File: src/rtl/pipe_reg_controller.sv
// Control plane for an elastic chain of STAGES enabled registers: per-stage valid
// tracking, register enables, valid/ready handshakes, hold, flush and drain sequencing.
`timescale 1ns/1ps

module pipe_reg_controller #(
    parameter int STAGES       = 4,
    parameter int FLUSH_CYCLES = 2
) (
    input  logic                          clk,
    input  logic                          rst,
    input  logic                          in_valid,
    output logic                          in_ready,
    output logic                          out_valid,
    input  logic                          out_ready,
    input  logic                          hold,
    input  logic                          flush,
    input  logic                          drain_req,
    output logic                          drain_done,
    output logic [STAGES-1:0]             stage_en,
    output logic [STAGES-1:0]             stage_valid,
    output logic [$clog2(STAGES+1)-1:0]   occupancy
);

    localparam int OCC_W  = $clog2(STAGES + 1);
    localparam int FCNT_W = (FLUSH_CYCLES > 1) ? $clog2(FLUSH_CYCLES) : 1;
    localparam logic [FCNT_W-1:0] FCNT_LAST = FCNT_W'(FLUSH_CYCLES - 1);

    typedef enum logic [1:0] {
        ST_RUN   = 2'd0,
        ST_FLUSH = 2'd1,
        ST_DRAIN = 2'd2
    } state_e;

    state_e              state_q, state_d;
    logic [FCNT_W-1:0]   fcnt_q, fcnt_d;
    logic [STAGES-1:0]   valid_q, valid_d;
    logic [OCC_W-1:0]    occ_q, occ_d;
    logic                drain_done_q, drain_done_d;

    logic [STAGES-1:0]   adv;
    logic                full_above;
    logic                move_ok;
    logic                accept;
    logic                xfer;

    // adv[i] is true when stage i may load: some stage at or beyond i is empty,
    // or the last stage is being consumed. Built without a bit-to-bit comb loop.
    always_comb begin
        adv        = '0;
        full_above = 1'b1;
        for (int i = STAGES - 1; i >= 0; i--) begin
            full_above = full_above & valid_q[i];
            adv[i]     = out_ready | ~full_above;
        end
    end

    assign move_ok  = rst & ~hold & ~flush & (state_q != ST_FLUSH);
    assign stage_en = move_ok ? adv : '0;
    assign in_ready = move_ok & (state_q == ST_RUN) & adv[0];
    assign accept   = in_valid & in_ready;
    assign xfer     = valid_q[STAGES-1] & out_ready & move_ok;

    always_comb begin
        valid_d = valid_q;
        if (flush) begin
            valid_d = '0;
        end else begin
            if (stage_en[0]) begin
                valid_d[0] = accept;
            end
            for (int i = 1; i < STAGES; i++) begin
                if (stage_en[i]) begin
                    valid_d[i] = valid_q[i-1];
                end
            end
        end
    end

    always_comb begin
        if (flush) begin
            occ_d = '0;
        end else begin
            occ_d = occ_q + OCC_W'(accept) - OCC_W'(xfer);
        end
    end

    always_comb begin
        state_d = state_q;
        fcnt_d  = fcnt_q;
        case (state_q)
            ST_RUN: begin
                if (flush) begin
                    state_d = ST_FLUSH;
                    fcnt_d  = '0;
                end else if (drain_req) begin
                    state_d = ST_DRAIN;
                end
            end
            ST_FLUSH: begin
                // A fresh flush while flushing restarts the quiet period.
                if (flush) begin
                    fcnt_d = '0;
                end else if (fcnt_q == FCNT_LAST) begin
                    state_d = ST_RUN;
                    fcnt_d  = '0;
                end else begin
                    fcnt_d = fcnt_q + 1'b1;
                end
            end
            ST_DRAIN: begin
                if (flush) begin
                    state_d = ST_FLUSH;
                    fcnt_d  = '0;
                end else if (!drain_req) begin
                    state_d = ST_RUN;
                end
            end
            default: begin
                state_d = ST_RUN;
                fcnt_d  = '0;
            end
        endcase
    end

    // Rises the cycle after the pipe is seen empty in DRAIN; drops with the exit edge.
    assign drain_done_d = (state_q == ST_DRAIN) & (state_d == ST_DRAIN) & (occ_q == '0);

    always_ff @(posedge clk or negedge rst) begin
        if (!rst) begin
            state_q      <= ST_RUN;
            fcnt_q       <= '0;
            valid_q      <= '0;
            occ_q        <= '0;
            drain_done_q <= 1'b0;
        end else begin
            state_q      <= state_d;
            fcnt_q       <= fcnt_d;
            valid_q      <= valid_d;
            occ_q        <= occ_d;
            drain_done_q <= drain_done_d;
        end
    end

    assign stage_valid = valid_q;
    assign out_valid   = valid_q[STAGES-1];
    assign occupancy   = occ_q;
    assign drain_done  = drain_done_q;

endmodule
File: config.mk
export PLATFORM = sky130hd
export DESIGN_NAME = pipe_reg_controller
export DESIGN_NICKNAME = d
export VERILOG_FILES = /design/src/rtl/pipe_reg_controller.sv
export SDC_FILE = /design/constraint.sdc
export NUM_CORES = 1
export LEC_CHECK = 0
export CORE_UTILIZATION = 46
export CTS_BUF_LIST = sky130_fd_sc_hd__clkbuf_8
export DETAILED_ROUTE_END_ITERATION = 10
export PLACE_DENSITY = 0.9
export RECOVER_POWER = 25
export SYNTH_ARGS = -nofsm -noshare
export SYNTH_HDL_FRONTEND = slang
export SYNTH_SLANG_ARGS = --single-unit
File: constraint.sdc
create_clock -name clk -period 3.23 [get_ports clk]
set_input_delay 0.4845 -clock clk [delete_from_list [all_inputs] [get_ports clk]]
set_output_delay 0.4845 -clock clk [all_outputs]
set_load 0.005 [all_outputs]
## Yosys cells after proc, flatten, opt, wreduce, memory -nomap -nowiden

Cells that the tools add are included.

- Output and inout port bits: 14
- Word-level logic and storage cells: 64
- Bits in registers: 11
- Bits of input ports: 7

- Add/sub/neg operators: 3
- Equal/unequal tests: 5
- Bitwise logic cells: 23
- Multiplexer cells: 18
- Reductions and logical operators: 7

Operators by type and width:

| kind | count |
|---|---|
| bitwise AND 1 bit | 13 |
| two-way mux 2 bit | 6 |
| two-way mux 4 bit | 2 |
| nonzero test 2 bit | 4 |
| two-way mux 1 bit | 7 |
| inverter 1 bit | 6 |
| case mux 2 bit (3 select lines) | 1 |
| equality test 2 bit, second input constant | 2 |
| != test 2 x 1 -> 1 bit, second input constant | 2 |
| OR 1 bit | 4 |
| adder 3 x 1 -> 3 bit | 1 |
| logical NOT 3 bit | 1 |
| two-way mux 3 bit | 1 |
| subtractor 3 x 1 -> 3 bit | 1 |
| equality test 2 x 1 -> 1 bit, second input constant | 1 |
| logical NOT 2 bit | 1 |
| case mux 1 bit (2 select lines) | 1 |
| OR reduction 2 bit | 1 |
| adder 1 bit, second input constant | 1 |

## Depth between registers and ports, before layout

- Depth in word-level cells: 10
- Gate-level depth with buffers: 11
- Mapped depth without buffers: 10

## Worst setup path before layout

Ideal clock, no wire load.

- Path type: input port to flip-flop
- Start point: in hold
- End point: reg occ_q[2] (netlist: occupancy[2])
- Path slack: 0.855 ns
- Library setup time: 0.131 ns
- Stages: 11
- Buffers on the path: 1
- Data required time: 3.099 ns
- Arrival: 2.244 ns
- Path through: nand2b_1 -> clkbuf_1 -> or3_4 -> nor2_1 -> ha_1 -> inv_1 -> ha_1 -> inv_1 -> fa_1 -> xnor2_1 -> nor2_1

- Longest elaborated chain between the ends: 10
- Elaborated cells on any way between the ends: 11
- Classes of those cells: add/sub: 2; mux: 1; bitwise: 8

RTL lines:

| what | RTL line | RTL |
|---|---|---|
| from (decl) | 15 | `input logic hold,` |
| inverter 1 bit * | 57 | `assign move_ok = rst & ~hold & ~flush & (state_q != ST_FLUSH);` |
| bitwise AND 1 bit * (3 in series) | 57 |  |
| bitwise AND 1 bit (2 in series) | 59 | `assign in_ready = move_ok & (state_q == ST_RUN) & adv[0];` |
| bitwise AND 1 bit | 60 | `assign accept = in_valid & in_ready;` |
| adder 3 x 1 -> 3 bit | 83 | `occ_d = occ_q + OCC_W'(accept) - OCC_W'(xfer);` |
| subtractor 3 x 1 -> 3 bit * | 83 |  |
| two-way mux 3 bit * | 80 | `if (flush) begin` |
| via occ_d[2] | 37 | `logic [OCC_W-1:0] occ_q, occ_d;` |
| to (signal assigned) | 133 | `occ_q <= '0;` |
| to (signal assigned) | 139 | `occ_q <= occ_d;` |
| to (decl) | 37 |  |

The timed path passes the listed nets; every way through them passes the cells marked *.
A chain may end at the register's enable or synchronous reset.

## Worst setup path in the final report

- Start point: in rst
- End point: out stage_en[2]

- Longest elaborated chain between the ends: 4

RTL lines:

| what | RTL line | RTL |
|---|---|---|
| from (decl) | 10 | `input logic rst,` |
| bitwise AND 1 bit (3 in series) | 57 |  |
| two-way mux 4 bit | 58 | `assign stage_en = move_ok ? adv : '0;` |
| to (decl) | 19 | `output logic [STAGES-1:0] stage_en,` |

Every way passes these cells.

==> Flow_metrics.wiki <==
{| class="wikitable"
! Metric !! Value
|-
| Highest fanout seen on the critical path || 8
|-
| Count of different cell masters after synthesis || 27
|-
| Share of synthesized area spent on multiplexers || 1.78%
|-
| Starting Density || about half
|-
| Path class of the lowest-slack min-delay path || flop to flop
|-
| Final GP Congestion || approximately 0.67
|-
| CP Class || input pin to primary output
|-
| Final standard cell count with taps included and fillers excluded || 100
|-
| Number of max-slew violations in the final report || 0
|-
| Commonest cells in the synthesized netlist || dfrtp_1, nor2_1, a21oi_1
|-
| Area added between synthesis and finish || 41.0%
|-
| Fraction of the cycle the final worst path needs || between 80 and 90%
|-
| Number of top-level design ports || 21
|-
| Share of layout cells above drive strength 1 || 11.8%
|-
| Post-synthesis sequential area ratio || between 40 and 50%
|-
| Share of the synthesized area in the top cell type || a little over two fifths
|-
| Max_slew headroom || ~57%
|-
| Endpoint required time on the critical path || ~2.8 ns
|-
| Slowest cell on the critical path || dlygate4sd3_1
|-
| Count leader, synth || dfrtp_1
|-
| Yosys warning total || 0
|-
| Source-to-sink clock delay at the later pin of the worst-skew pair || 0.24 ns
|-
| Number of buffers added on ports || 20
|-
| First-pass iteration count of the detailed router || 4
|-
| Highest clock frequency the design can meet || approximately 360 MHz
|-
| Complex-gate fraction of the synthesized area || ~15%
|-
| Cell types with the largest area share after synthesis || dfrtp_1, nor2_1, a2111oi_4
|-
| Final global-route overflow total || 0
|-
| Area post-placement || 853 um2
|-
| Share of synthesized registers carrying an async set or reset || 100%
|-
| Routed vias/inst || roughly 5.3
|-
| Adder-cell share of the synthesized area || 7.10%
|-
| First-iteration detailed-routing DRC count || 1
|-
| Slew at the pin closest to its max-slew limit || about 0.64 ns
|-
| Maximum ir drop on the vdd rail || about 0.22 mV
|-
| Remaining design rule violation count || 0
|-
| Full die area || between 1500 and 2000 um2
|-
| Avg Inst Size Synth || 10.2 um2
|-
| Initial antenna violation count || 0
|-
| Final Hold Fails || 0
|-
| Commonest register cell after synthesis || dfrtp_1
|-
| Setup Skew || between 0.002 and 0.003 ns
|-
| Cts bufs inserted || 3
|-
| Vias in the first global route || 437
|-
| Maximum buffer depth of the clock tree || 2
|-
| Number of clock sinks || 11
|-
| Largest stage delay on the critical path || roughly 0.54 ns
|-
| Wirelength per Cell || 13.2 um
|-
| Category of the worst setup path capture point || primary output
|-
| H-Tree Depth || 1
|-
| Number of buffers inserted by post-CTS setup repair || 0
|-
| Number of rows created at floorplan || 13
|-
| Number of routed nets with antenna violations || 0
|-
| Clock-pin transition on the worst setup and hold timing paths || 0.05 ns
|-
| Post-layout min period || 2.79 ns
|-
| Status || finished, final reports clean
|-
| Dominant combinational cell family by area after synthesis || simple AND/OR/NAND/NOR gates
|-
| Post-route standard cell area excluding fillers || a little under 900 um2
|-
| Post-synth EDFFs || 0
|-
| Die height || approximately 39 um
|-
| Antenna diode count || 0
|-
| Master cell of the clock root buffer || clkbuf_8
|-
| Simple logic cell fraction of the synthesized area || 25.6%
|-
| Die Wd || 39.1 um
|-
| # resized after CTS || 0
|-
| Net count after synthesis || a little over 70
|-
| Global-route wire length before repair || roughly 2000 um
|-
| Launching element type of the critical path || input pin
|-
| Arrival time reported for the critical path endpoint || ~2.3 ns
|-
| PD cells || approximately 390 nW/um2
|-
| Number of storage elements in the synthesis netlist || 11
|-
| Max-cap check violation count || 0
|-
| DP Cell Count || 96
|-
| Number of nets in the finished design || 96
|-
| Total standard cell area after synthesis || 634 um2
|-
| Total Power Consumption || 352 uW
|-
| Placed wire-length estimate || between 900 and 1000 um
|-
| Area leader, netlist || dfrtp_1
|-
| Routed WL || 1320 um
|-
| Endpoints failing setup || 0
|-
| Vias || 531
|-
| Xor/xnor share of the synthesized area || about 2.8%
|-
| GR Util All Layers || about a fifth
|-
| Sum of negative setup slack || 0 ns
|-
| Standard cell core area || ~1300 um2
|-
| Maximum number of pins on one net before global-route repair || 13
|-
| Clock tree from TritonCTS || done
|-
| Hold WS || between 0.5 and 0.6 ns
|-
| Unrepaired setup endpoints after global routing || false
|-
| Sequence of cells on the critical path || dlygate4sd3_1, nand2b_1, or3_4, a21oi_1, clkdlybuf4s50_1
|-
| Mapped Cells || 62
|-
| Leakage power summed over all cells || about 0.38 nW
|-
| CTS Hold Buffers Added || 0
|}
-- layout by cell type (no fill, tap or decap), types with 2 or more instances in the layout --
cell             Yosys  layout
clkdlybuf4s50_1      0      19
dfrtp_1             11      11
nor2_1               8       8
inv_1                4       5
a21oi_1              5       5
nand2b_1             4       4
nand3_1              3       3
clkbuf_8             0       3
nand2_1              2       2
nor2b_1              2       2
o31ai_1              2       2
o32ai_1              2       2
ha_1                 2       2
-- state kept, by name (all words and copies together), names as in the netlist --
signal / flops
drain_done: 1
fcnt_q: 1
occupancy: 3
stage_valid: 4
state_q: 2
-- per-layer routing --
layer	up-vias	routed length (um)	GRT usage, %
li1	262	-	-
met4	0	21	12.9
met1	254	628	25.3
met3	4	58	8.67
met2	11	610	30.8
met5	-	0	0
-- worst max-delay path, delay by kind of cell --
| family | cells | cell delay, ns |
|---|---|---|
| buffers and inverters | 2 | 1.05 |
| and+or+nand+nor | 2 | 0.64 |
| AOI/OAI and AO/OA | 1 | 0.12 |
-- final timing paths --
kind / slack [ns] / cells past startpoint / endpoint / startpoint
worst min-delay path: 0.52 / 1 / state_q[0] / state_q[1]
worst max register to register: 0.82 / 10 / occupancy[2] / stage_valid[2]
min in group asynchronous: 0.81 / 2 / stage_valid[2] / rst
worst max-delay path: 0.44 / 5 / stage_en[2] / rst
worst min register to register: 0.52 / 1 / state_q[0] / state_q[1]
max in group asynchronous: 2.01 / 2 / occupancy[2] / rst
-- final cells by class --
cell class | instances | area [um2]
Clock buffer | 3 | 41.3
Clock inverter | 1 | 3.75
Fill cell | 101 | 390
Inverter | 4 | 15.0
Multi-Input combinational cell | 44 | 329
Sequential cell | 11 | 275
Tap cell | 15 | 18.8
Timing Repair Buffer | 22 | 211
-- through the flow --
step	setup WS [ns]	utilization, %
floorplan	0.855	-
global placement	0.305	66.4
detailed placement	0.227	66.4
CTS	0.432	69.9
global route	0.321	69.6
finish	0.436	69.6
-- report_power, final --
| part | internal [mW] | switching [mW] |
|---|---|---|
| registers | 0.145 | 0.00758 |
| clock network | 0.0837 | 0.0547 |
| logic | 0.0308 | 0.0306 |
-- logic make-up after synthesis --
| group | after synthesis |
|---|---|
| and+or+nand+nor | 27 |
| xor gates and xnor gates | 2 |
| muxes | 1 |
| buffers and inverters | 7 |
| DFF | 11 |
| adders and majority gates | 3 |
| AOI/OAI and AO/OA | 11 |
No activity file was read; power rests on OpenSTA's default activity.
